<file path="config.mk">
export PLATFORM = sky130hd
export DESIGN_NAME = transpuesta_ctrl
export DESIGN_NICKNAME = d
export VERILOG_FILES = /design/src/rtl/transpuesta_ctrl.sv
export SDC_FILE = /design/constraint.sdc
export NUM_CORES = 1
export LEC_CHECK = 0
export CORE_MARGIN = 2
export CORE_UTILIZATION = 40
export DETAILED_ROUTE_END_ITERATION = 10
export PLACE_DENSITY = 0.73
export SETUP_SLACK_MARGIN = 0.5
export SLEW_MARGIN = 10
export SYNTH_ARGS = -nofsm -noshare
export SYNTH_HDL_FRONTEND = slang
export SYNTH_SLANG_ARGS = --single-unit
</file>
<file path="constraint.sdc">
create_clock -name clk -period 1.4 [get_ports clk]
set_input_delay 0.14 -clock clk [delete_from_list [all_inputs] [get_ports clk]]
set_output_delay 0.14 -clock clk [all_outputs]
set_load 0.01 [all_outputs]
</file>
<file path="src/rtl/transpuesta_ctrl.sv">
// Load/unload sequencer for the 32x32 transpose buffer between the row and column DCT stages.
// Latency: out_valid rises the cycle after the final row load; blk_done follows the last unload by one cycle.
// Backpressure: in_ready is low while draining; out_ready=0 freezes column count, state and buffer contents.
module transpuesta_ctrl #(
    parameter int N_MAX = 32,
    parameter int CNT_W = 5
) (
    input  logic             clk,
    input  logic             rst,
    input  logic [1:0]       size,
    input  logic             in_valid,
    output logic             in_ready,
    input  logic             out_ready,
    output logic             out_valid,
    output logic [CNT_W-1:0] out_col,
    output logic             out_last,
    output logic             load,
    output logic             unload,
    output logic             blk_done,
    output logic             busy
);

    typedef enum logic {
        FILL  = 1'b0,
        DRAIN = 1'b1
    } state_t;

    state_t           state;
    logic [CNT_W-1:0] row_cnt;
    logic [CNT_W-1:0] col_cnt;
    logic [1:0]       len_code;

    logic [1:0]       eff_code;
    logic [CNT_W-1:0] row_last_idx;
    logic [CNT_W-1:0] col_last_idx;
    logic             row_last;
    logic             col_last;

    // Index of the last row/column for a size code: (4 << code) - 1, never beyond the buffer.
    function automatic logic [CNT_W-1:0] last_idx(input logic [1:0] code);
        int len;
        len = 4 << code;
        if (len > N_MAX) begin
            len = N_MAX;
        end
        return CNT_W'(len - 1);
    endfunction

    // The first row of a block takes its length from the live size input; later rows use the latched code.
    always_comb begin
        eff_code     = (row_cnt == '0) ? size : len_code;
        row_last_idx = last_idx(eff_code);
        col_last_idx = last_idx(len_code);
        row_last     = (row_cnt == row_last_idx);
        col_last     = (col_cnt == col_last_idx);
    end

    // Handshake and status decode; buffer strobes are suppressed while reset is held so the
    // buffer sees a clean clear on the shared reset net.
    always_comb begin
        in_ready  = (state == FILL);
        out_valid = (state == DRAIN);
        load      = in_valid & in_ready & ~rst;
        unload    = out_valid & out_ready & ~rst;
        out_col   = col_cnt;
        out_last  = out_valid & col_last;
        busy      = (state == DRAIN) | (row_cnt != '0);
    end

    // Sequencer: count rows in FILL, columns in DRAIN, flip state on the last beat of each.
    always_ff @(posedge clk) begin
        if (rst) begin
            state    <= FILL;
            row_cnt  <= '0;
            col_cnt  <= '0;
            len_code <= 2'd3;
            blk_done <= 1'b0;
        end else begin
            blk_done <= 1'b0;
            case (state)
                FILL: begin
                    if (load) begin
                        if (row_cnt == '0) begin
                            len_code <= size;
                        end
                        if (row_last) begin
                            row_cnt <= '0;
                            state   <= DRAIN;
                        end else begin
                            row_cnt <= row_cnt + 1'b1;
                        end
                    end
                end
                DRAIN: begin
                    if (unload) begin
                        if (col_last) begin
                            col_cnt  <= '0;
                            state    <= FILL;
                            blk_done <= 1'b1;
                        end else begin
                            col_cnt <= col_cnt + 1'b1;
                        end
                    end
                end
                default: begin
                    state <= FILL;
                end
            endcase
        end
    end

endmodule

</file>
==> results.py <==
metrics = {
    "status": {
        "status": "finished with violations",
        "violations": "setup timing",
    },
    "routing": {
        "m1WireLength_um": 1162,
        "wl_met3_um": 37,
        "firstDrtPassIters": 4,
        "dr.max_layer_used": "met4",
        "drc": 0,
        "wirelength_um": 2651,
        "vias": 896,
        "wl_per_cell_um": 15.69,
        "drtIter0Drc": 3,
        "ant_nets": 0,
        "routed-wl-met2_um": 1372,
        "via_per_inst": 5.302,
    },
    "sta": {
        "period_needed_ns": 1.541,
        "finalCritPeriodShare_pct": 110.1,
        "relSlewSlack_pct": 76.66,
        "tightestPinTransition_ns": 0.3502,
        "whs_ns": 0.3833,
        "setup_ws_ns": -0.1414,
        "hold_viol": 0,
        "finalSetupViolCount": 2,
        "drv_slew": 0,
        "max_freq_mhz": 648.8,
        "fin_skew_ns": 0.004620,
        "fin_tns_setup_ns": -0.1940,
        "rsz0062_at_grt": "yes",
    },
    "clock_network": {
        "ctsHoldBuffers": 0,
        "cts_sinks": 14,
        "clkTransAtPathRegs_ns": 0.09,
        "clk_latency_ns": 0.28,
        "cts-htree-levels": 1,
        "cts_root_buf": "clkbuf_4",
        "clk_path_buf_depth": 2,
        "cts_buffers": 3,
        "tritoncts": "yes",
    },
    "placement": {
        "dp_cells": 154,
        "gp_congestion": 0.8045,
        "port_buffers": 17,
        "place_ws_ns": -0.2999,
        "place_hpwl_um": 1670,
        "postPlaceCellArea_sq_um": 1261,
    },
    "hold_path": {
        "min_to": "row_cnt[0]",
        "min_from": "rst",
        "worst_hold_path_type": "input pin to register",
        "hold_path_depth": 2,
    },
    "synth": {
        "avgSynthCellArea_sq_um": 9.198,
        "synthCells": 91,
        "async_flop_share_pct": 0,
        "synth_area_leader_cell": "dfxtp_1",
        "synth_mux_area_share_pct": 1.196,
        "yosysSeqAreaShare_pct": 33.48,
        "synth_area_sq_um": 837.1,
        "yosysWarningCount": 0,
        "synth_edf_count": 0,
        "yosys.area_share.simple_pct": 31.84,
        "synth_common_cells": "dfxtp_1, nand2_1, nor3_1",
        "ys_top_cells_by_area": "dfxtp_1, xor2_1, nor3_1",
        "synth_compound_area_share_pct": 14.20,
        "synth_fa_ha_area_share_pct": 4.484,
        "yosysMostFrequentCell": "dfxtp_1",
        "yosys_register_bits": 14,
        "synth_top_family_by_area": "simple AND/OR/NAND/NOR gates",
        "yosys.area.top_type_share_pct": 33.48,
        "synth.net_count": 100,
        "synth_xor_area_share_pct": 9.417,
        "ys_types": 34,
        "synthFlopType": "dfxtp_1",
    },
    "power_and_ir_drop": {
        "p_leak_nw": 0.6502,
        "power_density_nw_per_um2": 596.3,
        "ir_drop_uv": 496.1,
        "finalPower_uw": 929.6,
    },
    "layout": {
        "nets": 152,
        "fin_area_sq_um": 1559,
        "fin_util_pct": 79.46,
        "final_layout_size_suffix_gt1_share_pct": 67.61,
        "syn2layout_area_growth_pct": 86.25,
        "stdcell_count": 169,
        "final.fill_count": 130,
        "num_antenna_cells": 0,
    },
    "flow_run": {
        "max_cap_viol_count": 0,
    },
    "critical_path": {
        "worstRegToRegCells": 6,
        "worstSetupPathType": "register to output pin",
        "crit_path_end_kind": "output pin",
        "cp_max_fo": 3,
        "r2r_start": "row_cnt[0]",
        "r2r_slack_ns": 0.01,
        "crit_required_ns": 1.26,
        "cp-start-kind": "register",
        "worst_ep_arrival_time_ns": 1.40,
        "r2r-end": "out_valid",
    },
    "die": {
        "die_w_um": 49.75,
        "core_sq_um": 1962,
        "dieArea_sq_um": 2475,
        "rows": 16,
        "die_y_um": 49.75,
        "start_util_pct": 42.67,
        "io_pins": 18,
    },
    "grt": {
        "grtUsageTotal_pct": 21.96,
        "grt_max_degree": 9,
        "grt_pass1_vias": 920,
        "grt-ovfl-total": 0,
        "grt_pass1_wl_um": 4167,
        "antenna_found_initial": 0,
    },
}
==> state kept, by name (all words and copies together), names as in the netlist <==
signal and count:
out_valid 1, len_code 2, row_cnt 5, blk_done 1
out_col 5
==> how the worst max path moves through the flow <==
stage	slack (ns)	startpoint	end	cells after the start
floorplan	0.1	row_cnt[0]	out_valid	5
global placement	-0.26	rst	unload	3
detailed placement	-0.30	rst	row_cnt[0]	5
CTS	-0.13	out_col[4]	out_last	5
global route	-0.19	len_code[1]	out_last	5
finish	-0.14	out_col[3]	out_last	5
==> what timing repair did <==
item | CTS | global route
pin swaps | 22 | 11
setup buffers | 8 | 3
endpoints found under the setup margin | 25 | 25
gates resized for setup | 84 | 18
==> per-layer routing <==
layer	vias to the layer above	GRT usage [%]
li1	429	-
met3	6	1.818
met1	446	27.20
met5	-	0
met4	0	11.57
met2	15	37.56
==> power by group <==
group | leakage, nW | internal (mW) | switching [mW]
clock network | 0.0210 | 0.158 | 0.143
registers | 0.119 | 0.402 | 0.0126
logic | 0.511 | 0.118 | 0.0951
==> critical path: stages (launching register included) <==
cell,delay (ns)
dfxtp_4,0.37
and3_4,0.18
a32oi_2,0.20
a21oi_2,0.11
and2_4,0.15
buf_6,0.11
==> cells by family (layout without fill, tap and decap cells) <==
family	count (synthesis)	after routing
AO/OA/AOI/OAI	13	13
multiplexers	1	1
AND/OR/NAND/NOR	42	42
flip-flops	14	14
adder cells (fa/ha/maj)	3	3
buffers and inverters	9	60
XOR/XNOR	9	9
==> layout by cell type (no fill, tap or decap), types with 3 or more instances in the layout <==
cell,Yosys,routed
nor2_1,4,3
buf_4,0,23
xor2_1,7,7
nor3_2,2,6
dfxtp_2,0,4
clkbuf_4,0,3
dfxtp_4,0,6
buf_2,3,4
buf_6,1,20
nor3_1,8,4
clkdlybuf4s50_1,0,4
dfxtp_1,14,4
nand2_1,8,4
nand4_1,4,4
==> final cells by class <==
cell class                      count  area, sq um  share of cell area (%)
Timing Repair Buffer               52        466.7                   29.94
Multi-Input combinational cell     68        696.9                   44.70
Clock buffer                        4        36.28                   2.327
Sequential cell                    14        307.8                   19.74
Inverter                            4        17.52                   1.124
Tap cell                           27        33.78                   2.167
(Power assumes the default switching activity.)
